==> config.mk <==
export PLATFORM = sky130hd
export DESIGN_NAME = instr_encoder_loader_flat
export DESIGN_NICKNAME = d
export VERILOG_FILES = /design/src/rtl/instr_encoder_loader_if.sv /design/src/rtl/instr_encoder_loader.sv /design/src/flat_wrapper.sv
export SDC_FILE = /design/constraint.sdc
export NUM_CORES = 1
export LEC_CHECK = 0
export BUFFER_PORTS_ARGS = -buffer_cell sky130_fd_sc_hd__buf_2
export CORE_ASPECT_RATIO = 1.2
export CORE_MARGIN = 2
export CORE_UTILIZATION = 39
export CTS_CLUSTER_SIZE = 30
export DETAILED_ROUTE_END_ITERATION = 16
export GPL_TIMING_DRIVEN = 0
export SLEW_MARGIN = 15
export SYNTH_ARGS = -nofsm -noshare
export SYNTH_HDL_FRONTEND = slang
export SYNTH_SLANG_ARGS = --single-unit
==> constraint.sdc <==
create_clock -name clk -period 6.66 [get_ports clk]
set_input_delay 0.999 -clock clk [delete_from_list [all_inputs] [get_ports clk]]
set_output_delay 0.999 -clock clk [all_outputs]
set_load 0.05 [all_outputs]
==> src/rtl/instr_encoder_loader_if.sv <==
// Request and memory-write signal bundle for the instruction encoder/loader.
// The master side issues encode requests and acknowledges memory writes.
interface instr_encoder_loader_if #(
  parameter int ADDR_W = 32
);
  logic              req_valid;
  logic              req_ready;
  logic [2:0]        req_fmt;
  logic [6:0]        req_opcode;
  logic [2:0]        req_funct3;
  logic [6:0]        req_funct7;
  logic [4:0]        req_rd;
  logic [4:0]        req_rs1;
  logic [4:0]        req_rs2;
  logic [31:0]       req_imm;
  logic              mem_we;
  logic              mem_ready;
  logic [ADDR_W-1:0] mem_addr;
  logic [31:0]       mem_wdata;

  modport master (
    output req_valid, req_fmt, req_opcode, req_funct3,
    output req_funct7, req_rd, req_rs1, req_rs2, req_imm,
    input  req_ready,
    input  mem_we, mem_addr, mem_wdata,
    output mem_ready
  );

  modport slave (
    input  req_valid, req_fmt, req_opcode, req_funct3,
    input  req_funct7, req_rd, req_rs1, req_rs2, req_imm,
    output req_ready,
    output mem_we, mem_addr, mem_wdata,
    input  mem_ready
  );
endinterface

==> src/rtl/instr_encoder_loader.sv <==
// RV32I instruction encoder feeding a small FIFO that streams words
// into instruction memory at consecutive word addresses.
module instr_encoder_loader #(
  parameter int                DEPTH     = 4,
  parameter int                ADDR_W    = 32,
  parameter logic [ADDR_W-1:0] BASE_ADDR = '0
) (
  input  logic                         clk,
  input  logic                         rst,
  instr_encoder_loader_if.slave        bus,
  output logic [15:0]                  words_written,
  output logic                         err
);

  localparam int PW = (DEPTH > 1) ? $clog2(DEPTH) : 1;
  localparam logic [PW:0] FULL = (PW+1)'(DEPTH);

  localparam logic [2:0] F_R = 3'd0;
  localparam logic [2:0] F_I = 3'd1;
  localparam logic [2:0] F_S = 3'd2;
  localparam logic [2:0] F_B = 3'd3;
  localparam logic [2:0] F_U = 3'd4;
  localparam logic [2:0] F_J = 3'd5;

  logic [31:0]       fifo [DEPTH];
  logic [PW-1:0]     rd_ptr;
  logic [PW-1:0]     wr_ptr;
  logic [PW:0]       count;
  logic [ADDR_W-1:0] addr;
  logic [31:0]       word;
  logic              bad;
  logic              acc;
  logic              push;
  logic              pop;

  logic [31:0] imm;
  logic [6:0]  op;
  logic [2:0]  f3;
  logic [4:0]  rd;
  logic [4:0]  rs1;
  logic [4:0]  rs2;

  assign imm = bus.req_imm;
  assign op  = bus.req_opcode;
  assign f3  = bus.req_funct3;
  assign rd  = bus.req_rd;
  assign rs1 = bus.req_rs1;
  assign rs2 = bus.req_rs2;

  always_comb begin
    word = '0;
    bad  = 1'b0;
    unique case (1'b1)
      bus.req_fmt == F_R:
        word = {bus.req_funct7, rs2, rs1, f3, rd, op};
      bus.req_fmt == F_I:
        word = {imm[11:0], rs1, f3, rd, op};
      bus.req_fmt == F_S:
        word = {imm[11:5], rs2, rs1, f3, imm[4:0], op};
      bus.req_fmt == F_B: begin
        word = {imm[12], imm[10:5], rs2, rs1, f3,
                imm[4:1], imm[11], op};
        bad  = imm[0];
      end
      bus.req_fmt == F_U:
        word = {imm[31:12], rd, op};
      bus.req_fmt == F_J: begin
        word = {imm[20], imm[10:1], imm[11],
                imm[19:12], rd, op};
        bad  = imm[0];
      end
      default: bad = 1'b1;
    endcase
  end

  // Bad requests still complete the handshake; they only raise err.
  assign bus.req_ready = count < FULL;
  assign acc           = bus.req_valid & bus.req_ready;
  assign push          = acc & ~bad;
  assign pop           = bus.mem_we & bus.mem_ready;

  assign bus.mem_we    = count != '0;
  assign bus.mem_addr  = addr;
  assign bus.mem_wdata = bus.mem_we ? fifo[rd_ptr] : '0;

  always_ff @(posedge clk) begin
    if (push) fifo[wr_ptr] <= word;
  end

  always_ff @(posedge clk) begin
    if (rst) begin
      rd_ptr        <= '0;
      wr_ptr        <= '0;
      count         <= '0;
      addr          <= BASE_ADDR;
      words_written <= '0;
      err           <= 1'b0;
    end else begin
      if (push) wr_ptr <= wr_ptr + PW'(1);
      if (pop) begin
        rd_ptr        <= rd_ptr + PW'(1);
        addr          <= addr + ADDR_W'(4);
        words_written <= words_written + 16'd1;
      end
      count <= count + (PW+1)'(push) - (PW+1)'(pop);
      err   <= err | (acc & bad);
    end
  end

endmodule
==> src/flat_wrapper.sv <==
// flat-port wrapper written by rule: the top's interface ports become plain ports
module instr_encoder_loader_flat 
#(
  parameter int                DEPTH     = 4,
  parameter int                ADDR_W    = 32,
  parameter logic [ADDR_W-1:0] BASE_ADDR = '0
)
  (clk, rst, words_written, err, bus_req_valid, bus_req_fmt, bus_req_opcode, bus_req_funct3, bus_req_funct7, bus_req_rd, bus_req_rs1, bus_req_rs2, bus_req_imm, bus_req_ready, bus_mem_we, bus_mem_addr, bus_mem_wdata, bus_mem_ready);
  instr_encoder_loader_if #(.ADDR_W(ADDR_W)) bus_i ();
  input  logic clk;
  input  logic rst;
  output logic [15:0] words_written;
  output logic err;
  input wire logic [$bits(bus_i.req_valid)-1:0] bus_req_valid;
  input wire logic [$bits(bus_i.req_fmt)-1:0] bus_req_fmt;
  input wire logic [$bits(bus_i.req_opcode)-1:0] bus_req_opcode;
  input wire logic [$bits(bus_i.req_funct3)-1:0] bus_req_funct3;
  input wire logic [$bits(bus_i.req_funct7)-1:0] bus_req_funct7;
  input wire logic [$bits(bus_i.req_rd)-1:0] bus_req_rd;
  input wire logic [$bits(bus_i.req_rs1)-1:0] bus_req_rs1;
  input wire logic [$bits(bus_i.req_rs2)-1:0] bus_req_rs2;
  input wire logic [$bits(bus_i.req_imm)-1:0] bus_req_imm;
  output wire logic [$bits(bus_i.req_ready)-1:0] bus_req_ready;
  output wire logic [$bits(bus_i.mem_we)-1:0] bus_mem_we;
  output wire logic [$bits(bus_i.mem_addr)-1:0] bus_mem_addr;
  output wire logic [$bits(bus_i.mem_wdata)-1:0] bus_mem_wdata;
  input wire logic [$bits(bus_i.mem_ready)-1:0] bus_mem_ready;
  assign bus_i.req_valid = bus_req_valid;
  assign bus_i.req_fmt = bus_req_fmt;
  assign bus_i.req_opcode = bus_req_opcode;
  assign bus_i.req_funct3 = bus_req_funct3;
  assign bus_i.req_funct7 = bus_req_funct7;
  assign bus_i.req_rd = bus_req_rd;
  assign bus_i.req_rs1 = bus_req_rs1;
  assign bus_i.req_rs2 = bus_req_rs2;
  assign bus_i.req_imm = bus_req_imm;
  assign bus_req_ready = bus_i.req_ready;
  assign bus_mem_we = bus_i.mem_we;
  assign bus_mem_addr = bus_i.mem_addr;
  assign bus_mem_wdata = bus_i.mem_wdata;
  assign bus_i.mem_ready = bus_mem_ready;
  instr_encoder_loader #(.DEPTH(DEPTH), .ADDR_W(ADDR_W), .BASE_ADDR(BASE_ADDR)) u_core (.clk(clk), .rst(rst), .bus(bus_i), .words_written(words_written), .err(err));
endmodule
== After elaboration in Yosys (flattened, before gate mapping) ==
Memory sizes are Yosys's and may differ from the RTL's. A register that Yosys moved wholly into a read port is not among the register bits.
Cells that the tools add are included.
Storage, ports and cells
  bits in registers: 56
  bits in latches: 0
  memory bits (writable): 128
  ROM bits: 0
  bits of input ports: 71
  output and inout bits: 83
  logic and storage cells: 36
  memories kept: 1
Memory list
  u_core.fifo: depth 4, width 32, rd ports 1, clocked after memory_dff 1, wr ports 1, RTL line instr_encoder_loader.sv:25  | logic [31:0] fifo [DEPTH];
Cells by class
  $add $sub $neg: 6
  multiply operators: 0
  divide/modulo/power cells: 0
  magnitude comparators: 1
  equality and inequality tests: 5
  shift-type cells: 0
  mux-type cells: 7
  bitwise logic cells: 6
  reductions and logical operators: 4
Operators by type and width (count)
  32-bit one-hot mux with 6 select lines: 1
  32-bit by 3-bit adder with 32-bit output, second input constant: 1
  32-bit 2-to-1 mux: 1
  16-bit by 1-bit adder with 16-bit output, second input constant: 1
  3-bit by 2-bit == test with 1-bit output, second input constant: 2
  3-bit == test, second input constant: 2
  2-bit by 1-bit adder with 2-bit output, second input constant: 2
  1-bit AND: 4
  2-bit 2-to-1 mux: 2
  4-bit OR reduction: 1
  3-bit by 1-bit adder with 3-bit output: 1
  3-bit by 1-bit == test with 1-bit output, second input constant: 1
  3-bit zero test: 1
  3-bit less-than comparator, second input constant: 1
  3-bit nonzero test: 1
  3-bit by 1-bit subtractor with 3-bit output: 1
  1-bit 2-to-1 mux: 2
  1-bit one-hot mux with 2 select lines: 1
  2-bit OR reduction: 1
  1-bit inverter: 1
  1-bit bitwise OR: 1

== Logic depth before layout (Yosys ltp) ==
Gate-level depths: netlist of run 1.
  depth after elaboration: 7
  gate-level depth with buffers: 10
  gate-level depth less buffers: 9

== Worst setup path before layout of run 1 ==
No wires, ideal clock.
  path kind: input -> register
  from: input bus_req_fmt[2]
  to: memory u_core.fifo[0][0], enable pin
  setup time: 0.392 ns
  data arrival time: 2.487 ns
  required time: 6.268 ns
  path slack: 3.781 ns
  cell stages on the path: 4
  buffers on the path: 1
  path through: clkbuf_1 a31oi_1 o21a_1 and2_1
Between the ends
  word-level cells in the longest chain between the ends: 7
  elaborated cells on any way between the ends: 13
  classes of those cells: 5 x eq/ne; 3 x mux; 2 x bitwise; 3 x reduce/logical
Ends and longest elaborated chain
  start: declaration: RTL line flat_wrapper.sv:15  | input wire logic [$bits(bus_i.req_fmt)-1:0] bus_req_fmt;
  3-bit == test, or another cell as far along: RTL line instr_encoder_loader.sv:65  | bus.req_fmt == F_U:
  4-bit OR reduction (no line) or 2-bit OR reduction (tied branches)
  1-bit one-hot mux with 2 select lines (*): RTL line instr_encoder_loader.sv:53  | unique case (1'b1)
  1-bit inverter (*): RTL line instr_encoder_loader.sv:79  | assign push = acc & ~bad;
  1-bit AND (*): RTL line instr_encoder_loader.sv:79
  named net u_core.push: RTL line instr_encoder_loader.sv:33  | logic push;
  1-bit 2-to-1 mux (*): RTL line instr_encoder_loader.sv:87  | if (push) fifo[wr_ptr] <= word;
  1-bit 2-to-1 mux (not written as such) (*): RTL line instr_encoder_loader.sv:87
  end: declaration: RTL line instr_encoder_loader.sv:25
The timed path passes the listed nets; every way through them passes the cells marked *.

==> flow_summary_export.csv, run 1 <==
group,metric,value,unit
detailed_routing,firstDrtPassIters,6,
finish,nets,869,
clocking,ctsResizeCount,0,
placed_design,io_buffers,148,
critical_path,cp.arrival,2.41,ns
logic_synthesis,synth_cell_types,44,
detailed_routing,routedWlPerCell,17.6,um
clocking,cts_root_buffer,"clkbuf_16",
critical_path,critPathRequiredTime,5.66,ns
critical_path,cp-end-kind,"primary output",
detailed_routing,wirelength,18800,um
power,finalPower,0.00344,W
timing,fin_crit_sh,51.3,%
die,core_area,20200,um^2
finish,stdcell_area,9810,um^2
timing,fin_skew,0.0108,ns
power,switchingPower,0.00128,W
timing,worst_pin_slew,0.850,ns
power,power.internal,0.00216,W
finish,layout.area.seq,4960,um^2
finish,drive_gt1_share,29.2,%
placed_design,placed_cells_incl_taps,1035,
critical_path,cp_common_cell,"buf_2",
logic_synthesis,synth-seq-area-share,61.9,%
timing,hold_viol,0,
clocking,cts_buffers,17,
critical_path,cp_num_buf_inv,3,
clocking,cts-hold-fix-buffers,0,
critical_path,setup.worst_path.class,"register to primary output",
power,sw_frac_of_total,37.1,%
logic_synthesis,syn_avg_cell_area,13.0,um^2
critical_path,max_stage_delay,0.54,ns
finish,nFillCells,1814,
job,maxCapViolations,0,
logic_synthesis,synth-main-ff-cell,"edfxtp_1",
die,start_util,39.7,%
finish,multi_input_area,2840,um^2
critical_path,crit_path_max_fanout,10,
clocking,clock_sinks,184,
power,pwr-share-clk,29.5,%
global_route,grt_pass1_wl,30100,um
min_path,hp-class,"register to register",
timing,rsz0062_at_grt,"no",
detailed_routing,drt-initial-drc-count,353,
power,p_comb_share,31.7,%
run_status,status,"finished, final reports clean",
timing,max_slew_margin,43.1,%
die,fp.dieW,135,um
global_route,grt_pass1_vias,5620,
timing,setup_slack,3.25,ns
timing,slew_viol_final,0,
clocking,path_clk_slew,0.07,ns
logic_synthesis,ys_ff_latch,184,
logic_synthesis,async_flop_share,0,%
placed_design,place_area,9200,um^2
finish,fin_cells,1068,
detailed_routing,routed_via_density,5.30,
global_route,antenna_found_initial,1,
placed_design,pre_cts_ws,3.41,ns
critical_path,critical_path.top_delay_family,"buffers and inverters",
timing,setup_viol,0,
clocking,cts_tree,"yes",
placed_design,dp_hpwl,13500,um
logic_synthesis,yosys_warnings,0,
timing,fin_crit,3.41,ns
critical_path,critPathSlowestCell,"mux4_2",
global_route,overflow,0,
timing,fin_setup_tns,0,ns
power,p_leak,3.59,nW
die,dieArea,21700,um^2
detailed_routing,num_vias,5656,
clocking,insertion_delay,0.44,ns
clocking,clock_path_buffers,2,
power,peakVddDrop,0.000159,V
logic_synthesis,synth_cells,617,
logic_synthesis,synth-edff-count,128,
timing,max_freq,293,MHz
die,die_y,161,um
power,seqPwrFrac,38.8,%
critical_path,startpoint_type,"register",
clocking,ctsHtreeMaxLevel,4,
global_route,grt_util_all_layers,18.0,%
placed_design,globalplace.congestion,0.844,
critical_path,crit_chain,"clkbuf_1 > buf_2 > mux4_2 > and2_1 > buf_2",
detailed_routing,drc,0,
detailed_routing,postRouteAntennaNets,0,
die,num_rows,57,
logic_synthesis,synth_area,8020,um^2
power,power.density,351,nW/um^2
global_route,grt_max_degree,26,
die,ios,154,
clocking,cts_setup_buffers,0,
finish,syn2layout_area_growth,22.4,%
[routing by layer]
layer	global-route usage, %	vias up	part of all wire (%)
met4	6.36	0	2.4
met1	22.8	2807	42
met5	0	-	0
li1	-	2664	-
met2	30.4	153	50
met3	4.11	32	5.2
[area by class of cell]
| cell class | count | area share (%) |
|---|---|---|
| Buffer | 36 | 1.52 |
| Multi-Input combinational cell | 379 | 28.9 |
| Clock buffer | 17 | 4.34 |
| Sequential cell | 184 | 50.6 |
| Tap cell | 265 | 3.38 |
| Antenna cell | 1 | 0.0255 |
| Timing Repair Buffer | 152 | 8.59 |
| Inverter | 19 | 0.727 |
| Clock inverter | 15 | 1.87 |
[cell families (layout without fill, tap and decap cells)]
logic type	after synthesis	in the layout	share of synthesized area, %
AOI/OAI and AO/OA	99	99	7.13
xor gates and xnor gates	21	21	2.29
other	1	3	0.0468
and+or+nand+nor	204	204	13.8
buffers and inverters	55	239	2.75
adders and majority gates	9	9	1.50
muxes	44	44	10.6
DFF	184	184	61.9
[final timing paths]
kind,startpoint,to,slack (ns),cells after the start
max,register,bus_mem_wdata[27],3.25,5
min,u_core.err,u_core.err,0.48,2
max reg2reg,u_core.count[2],u_core.count[2],3.94,10
min reg2reg,u_core.err,u_core.err,0.48,2
[cells in the mapped netlist (all sizes together) (4+ instances only)]
cell	count	area share, %
edfxtp	128	48
dfxtp	56	14
and2	44	3.4
nand2	41	1.9
a21oi	40	2.5
nor2	37	1.7
mux4	32	9.0
o21ai	30	1.9
clkbuf	26	1.2
inv	18	0.84
o31ai	17	1.6
nand3	16	1.1
or4	16	1.5
nand4	13	1.0
xnor2	12	1.3
or3	11	0.86
buf	10	0.64
xor2	9	0.98
ha	8	1.2
mux2i	8	1.0
nor2b	7	0.55
and4	6	0.67
a22o	4	0.44
a22oi	4	0.37
mux2	4	0.56
[flip-flops by register name (all words and copies together), names as in the netlist, named ones only]
| signal | flops |
|---|---|
| u_core.fifo | 128 |
| u_core.bus.mem_addr | 30 |
| u_core.words_written | 16 |
| u_core.count | 3 |
| u_core.rd_ptr | 2 |
| u_core.wr_ptr | 2 |
| u_core.err | 1 |
[through the flow]
step | hold slack (ns) | utilization [%]
2_1_floorplan | 0.485 | -
3_3_place_gp | 0.452 | 45.0
3_5_place_dp | 0.463 | 45.6
4_1_cts | 0.480 | 48.6
5_1_grt | 0.499 | 48.6
6_report | 0.478 | 48.6
[power groups by stage]
stage | registers, W | clock network (W) | logic, W
floorplan | 0.00138 | 0 | 0.000801
global placement | 0.00136 | 0 | 0.00108
detailed placement | 0.00136 | 0 | 0.00111
CTS | 0.00134 | 0.00104 | 0.00111
global route | 0.00134 | 0.00109 | 0.00117
finish | 0.00134 | 0.00101 | 0.00109
[worst register-to-register path, delay by kind of cell (launching register included)]
kind | cells | cell delay [ns]
AO/OA/AOI/OAI | 1 | 0.37
buffers and inverters | 3 | 0.58
AND/OR/NAND/NOR | 1 | 0.05
adder cells (fa/ha/maj) | 3 | 0.95
flip-flops | 1 | 0.35
XOR/XNOR | 2 | 0.30
[cell usage in the layout (no fill, tap or decap), types with 17 or more instances in the layout]
master | synthesis | routed
inv_1 | 18 | 18
clkbuf_16 | 0 | 17
edfxtp_1 | 128 | 128
clkbuf_1 | 26 | 26
and2_1 | 44 | 40
nand2_1 | 41 | 41
mux4_2 | 32 | 32
o31ai_1 | 17 | 17
a21oi_1 | 40 | 40
dfxtp_1 | 56 | 56
nor2_1 | 37 | 37
buf_2 | 5 | 153
o21ai_0 | 30 | 30
Power figures use the tool's default switching activity.
==> run 2, diff against run 1 <==
ABC_AREA = 1   (was not set)
clock period = 3 ns   (was 6.66 ns; I/O delays follow)
==> flow_summary_export.csv, run 2 <==
group,metric,value,unit
run_status,status,"finished, final reports clean",
global_route,grt_util_all_layers,19.5,%
clocking,path_clk_slew,0.07,ns
detailed_routing,wirelength,22600,um
timing,max_slew_margin,19.4,%
logic_synthesis,synthTopCellsByCount,"227 x nor2_1, 161 x nand2_1, 128 x edfxtp_1",
finish,nets,1214,
finish,nFillCells,2027,
timing,holdWs,0.382,ns
finish,n_antenna_cell,0,
logic_synthesis,synth_area_leaders,"edfxtp_1 46%, dfxtp_1 13%, nor2_1 10%",
min_path,hp-class,"input pin to register",
job,maxCapViolations,0,
logic_synthesis,synth_cells,961,
detailed_routing,postRouteAntennaNets,0,
logic_synthesis,synth_top_area_cell,"edfxtp_1",
die,fp.dieW,138,um
critical_path,regToRegSetupSlack,0.73,ns
clocking,clock_sinks,184,
placed_design,dp_hpwl,16200,um
power,p_leak,4.15,nW
finish,layout_commonest_cell,"nor2_1",
clocking,cts_setup_buffers,0,
timing,fin_skew,0.0138,ns
power,pwr-share-clk,28.9,%
logic_synthesis,synth_area,8440,um^2
power,power.internal,0.00488,W
die,die_y,165,um
power,seqPwrFrac,37.0,%
critical_path,crit_path_end,"bus_mem_wdata[24]",
finish,fin_util,48.6,%
critical_path,startpoint_type,"register",
finish,drive_gt1_share,19.3,%
power,p_comb_share,34.1,%
power,power.density,788,nW/um^2
critical_path,setup.worst_path.class,"register to primary output",
critical_path,cp-end-kind,"primary output",
timing,fin_crit,2.79,ns
detailed_routing,routedWlPerCell,15.9,um
detailed_routing,drc,0,
timing,slew_viol_final,0,
clocking,insertion_delay,0.42,ns
logic_synthesis,yosys.area.top_type_share,45.5,%
detailed_routing,firstDrtPassIters,4,
die,core_area,21100,um^2
power,switchingPower,0.00322,W
timing,worst_pin_slew,1.20,ns
finish,syn2layout_area_growth,21.6,%
clocking,clock_path_buffers,2,
clocking,cts_buffers,17,
timing,fin_crit_sh,93.1,%
global_route,grt_max_degree,23,
clocking,cts_root_buffer,"clkbuf_16",
logic_synthesis,synth_cell_types,40,
die,ios,154,
critical_path,reg2regPathDepth,11,
finish,largest_reg_flops,128,
logic_synthesis,synth-main-ff-cell,"edfxtp_1",
logic_synthesis,synth-seq-area-share,58.8,%
global_route,overflow,0,
global_route,grt_pass1_vias,6581,
power,finalPower,0.00809,W
finish,top_register,"u_core.fifo",
critical_path,reg2reg_from,"u_core.count[2]",
timing,max_freq,358,MHz
die,dieArea,22800,um^2
die,num_rows,58,
detailed_routing,drt-initial-drc-count,372,
logic_synthesis,yosys_warnings,0,
clocking,cts_tree,"yes",
clocking,ctsResizeCount,0,
critical_path,critPathRequiredTime,2.55,ns
global_route,grt_pass1_wl,34500,um
timing,hold_viol,0,
detailed_routing,num_vias,6988,
logic_synthesis,syn_avg_cell_area,8.78,um^2
critical_path,timing.rr.end,"u_core.count[2]",
clocking,cts-hold-fix-buffers,0,
power,sw_frac_of_total,39.7,%
logic_synthesis,synth-edff-count,128,
placed_design,globalplace.congestion,0.830,
timing,rsz0062_at_grt,"no",
global_route,antenna_found_initial,0,
power,peakVddDrop,0.000519,V
finish,layout_common_cells,"223 x nor2_1, 161 x nand2_1, 158 x buf_2, 128 x edfxtp_1, 88 x o21ai_0",
critical_path,cp.arrival,2.34,ns
placed_design,io_buffers,149,
logic_synthesis,ys_ff_latch,184,
die,start_util,40.0,%
detailed_routing,routed_via_density,4.93,
critical_path,crit_path_max_fanout,10,
logic_synthesis,async_flop_share,0,%
clocking,ctsHtreeMaxLevel,4,
logic_synthesis,yosysMostFrequentCell,"nor2_1",
timing,setup_viol,0,
==> run 2: changes by cell type after synthesis, sizes merged, moves of 9 or more <==
cell   previous run  this run
xnor2            12         1
o31ai            17         0
nor2             37       236
nand2            41       164
or4              16         0
a21oi            40        59
nand3            16        39
o21ai            30        91
nor3              3        13
buf              10        19
mux4             32         0
and2             44         1
inv              18        87
or3              11         0
==> run 2: critical path, cell delays in order (launching register included) <==
cell and delay [ns]:
dfxtp_1 0.36, buf_2 0.23, buf_1 0.45, nor2_1 0.10
nor2_1 0.09, o21ai_0 0.10, a21oi_1 0.28, buf_2 0.32
==> run 2: power by group through the flow <==
stage	combinational [W]	sequential, W	clock [W]
floorplan	0.00189	0.00312	0
global placement	0.00273	0.00306	0
detailed placement	0.00278	0.00305	0
CTS	0.00279	0.00300	0.00237
global route	0.00297	0.00301	0.00246
finish	0.00276	0.00300	0.00234
==> run 2: logic make-up after synthesis <==
| kind of cell | synth area share, % |
|---|---|
| adders and majority gates | 1.42 |
| DFF | 58.8 |
| other | 0.0444 |
| AOI/OAI and AO/OA | 9.69 |
| buffers and inverters | 6.20 |
| and+or+nand+nor | 23.3 |
| xor gates and xnor gates | 0.519 |
==> run 2: routing by layer <==
layer / wire length, um / GRT usage (%)
met4: 547 / 7.56
met5: 0 / 0
met2: 11400 / 35.6
met3: 1250 / 3.20
met1: 9340 / 23.2
==> run 2: metrics by stage <==
step	worst slack, ns	setup TNS, ns	cells	area, um^2
3_3_place_gp	-1.22	-152.13	1381	9530
2_1_floorplan	0.143	0	962	8450
4_1_cts	0.143	0	1417	10300
3_5_place_dp	0.511	0	1385	9650
6_report	0.207	0	1417	10300
5_1_grt	0.00587	0	1417	10300
==> run 2: worst min-delay path by stage <==
stage / cells after the start / startpoint / to / slack [ns]
2_1_floorplan: 2 / u_core.rd_ptr[1] / register / 0.44
3_3_place_gp: 2 / u_core.err / u_core.err / 0.45
3_5_place_dp: 2 / u_core.err / u_core.err / 0.46
4_1_cts: 3 / bus_req_rd[0] / u_core.fifo[2][7] / 0.37
5_1_grt: 3 / bus_req_rs1[4] / u_core.fifo[3][19] / 0.39
6_report: 3 / bus_req_rs1[0] / u_core.fifo[3][15] / 0.38
==> run 2: area by class of cell <==
class	count	area, um^2	area share [%]
well taps	270	338	3.29
plain buffers	41	193	1.88
repair buffers	153	833	8.12
flip-flops and latches	184	4960	48.4
clock buffers	18	429	4.18
inverters	88	330	3.22
multi-input cells	649	2990	29.1
clock inverters	14	190	1.85
==> run 3, diff against run 2 <==
CTS_BUF_LIST = sky130_fd_sc_hd__clkbuf_8   (was not set)
==> flow_summary_export.csv, run 3 (synthesized netlist as in run 2, its figures left out) <==
group,metric,value,unit
run_status,status,"finished, final reports clean",
die,ios,154,
timing,worst_pin_slew,1.19,ns
critical_path,crit_chain,"nor2_1 > nand2_2 > inv_1 > clkbuf_1 > a21oi_1 > buf_2",
finish,stdcell_area,10100,um^2
finish,fin_util,47.7,%
placed_design,io_buffers,149,
placed_design,place_area,9650,um^2
timing,fin_crit_sh,94.6,%
timing,fin_crit,2.84,ns
finish,nets,1214,
die,start_util,40.0,%
critical_path,cp.arrival,2.39,ns
die,num_rows,58,
power,p_leak,4.07,nW
critical_path,max_stage_delay,0.54,ns
critical_path,cp-end-kind,"primary output",
critical_path,critPathRequiredTime,2.55,ns
global_route,overflow,0,
die,core_area,21100,um^2
detailed_routing,route.met3.wl,1210,um
global_route,grt_util_all_layers,19.6,%
die,die_y,165,um
finish,fin_cells,1417,
finish,top_register,"u_core.fifo",
global_route,grt_pass1_vias,6579,
clocking,cts_setup_buffers,0,
critical_path,critPathSlowestCell,"clkbuf_1",
die,fp.dieW,138,um
detailed_routing,wirelength,22500,um
finish,n_antenna_cell,0,
detailed_routing,num_vias,6950,
detailed_routing,drc,0,
die,dieArea,22800,um^2
clocking,cts_tree,"yes",
finish,largest_reg_flops,128,
finish,layout_commonest_cell,"nor2_1",
global_route,grt_pass1_wl,34500,um
timing,max_slew_margin,20.3,%
critical_path,crit_path_max_fanout,10,
timing,slew_viol_final,0,
finish,layout.area.seq,4960,um^2
clocking,cts-hold-fix-buffers,0,
placed_design,globalplace.congestion,0.830,
power,peakVddDrop,0.000512,V
detailed_routing,met1_length,9470,um
detailed_routing,routed_via_density,4.90,
timing,rsz0062_at_grt,"no",
detailed_routing,postRouteAntennaNets,0,
timing,fin_skew,0.0174,ns
clocking,cts_buffers,17,
detailed_routing,wl_met2,11400,um
timing,setup_viol,0,
finish,layout_common_cells,"223 x nor2_1, 161 x nand2_1, 158 x buf_2, 128 x edfxtp_1, 88 x o21ai_0",
detailed_routing,firstDrtPassIters,5,
clocking,clock_sinks,184,
min_path,hp-class,"input pin to register",
clocking,cts_root_buffer,"clkbuf_8",
placed_design,dp_hpwl,16200,um
power,power.density,748,nW/um^2
timing,holdWs,0.359,ns
job,maxCapViolations,0,
placed_design,placed_cells_incl_taps,1385,
clocking,ctsResizeCount,0,
global_route,grt_max_degree,23,
critical_path,regToRegSetupSlack,0.73,ns
detailed_routing,drt-initial-drc-count,338,
clocking,path_clk_slew,0.10,ns
global_route,antenna_found_initial,0,
clocking,insertion_delay,0.45,ns
detailed_routing,routedWlPerCell,15.9,um
finish,nFillCells,2042,
finish,drive_gt1_share,19.5,%
timing,hold_viol,0,
critical_path,setup.worst_path.class,"register to primary output",
clocking,ctsHtreeMaxLevel,4,
finish,syn2layout_area_growth,19.4,%
finish,multi_input_area,2990,um^2
clocking,clock_path_buffers,2,
critical_path,startpoint_type,"register",
detailed_routing,dr.max_layer_used,"met4",
timing,max_freq,353,MHz
[run 3: worst max-delay path: cells and delay by family (launching register included)]
kind / cells / cell delay, ns
buffers and inverters: 3 / 1.02
and+or+nand+nor: 2 / 0.40
DFF: 1 / 0.36
AOI/OAI and AO/OA: 1 / 0.15
[run 3: final cells by class]
| cell class | instances | share of cell area, % |
|---|---|---|
| Sequential cell | 184 | 49.3 |
| Multi-Input combinational cell | 649 | 29.6 |
| Timing Repair Buffer | 153 | 8.27 |
| Tap cell | 270 | 3.35 |
| Inverter | 88 | 3.28 |
| Clock buffer | 17 | 2.32 |
| Buffer | 41 | 1.95 |
| Clock inverter | 15 | 1.92 |
[run 3: final timing paths]
kind	start	end	depth (start not counted)
worst min register to register	u_core.err	u_core.err	2
worst min-delay path	bus_req_funct7[4]	u_core.fifo[2][29]	3
worst max register to register	u_core.count[2]	u_core.count[2]	11
worst max-delay path	u_core.count[2]	bus_mem_wdata[20]	6
[run 3: per-layer routing]
layer	track usage, %	vias to the layer above
met5	0	-
li1	-	3518
met3	3.55	31
met4	7.70	0
met1	23.2	3196
met2	35.5	205
[run 3: stage by stage]
| step | total power, W | TNS, ns | setup WS [ns] |
|---|---|---|---|
| floorplan | 0.00501 | 0 | 0.143 |
| global placement | 0.00579 | -152.13 | -1.22 |
| detailed placement | 0.00583 | 0 | 0.511 |
| CTS | 0.00761 | 0 | 0.0912 |
| global route | 0.00790 | 0 | 0.0137 |
| finish | 0.00754 | 0 | 0.163 |
[run 3: power by group]
group | switching (W) | total, W | internal, W | leakage (nW)
combinational | 0.00215 | 0.00277 | 0.000615 | 2.22
clock | 0.000931 | 0.00178 | 0.000850 | 0.222
sequential | 0.0000740 | 0.00299 | 0.00292 | 1.63
total | 0.00316 | 0.00754 | 0.00438 | 4.07
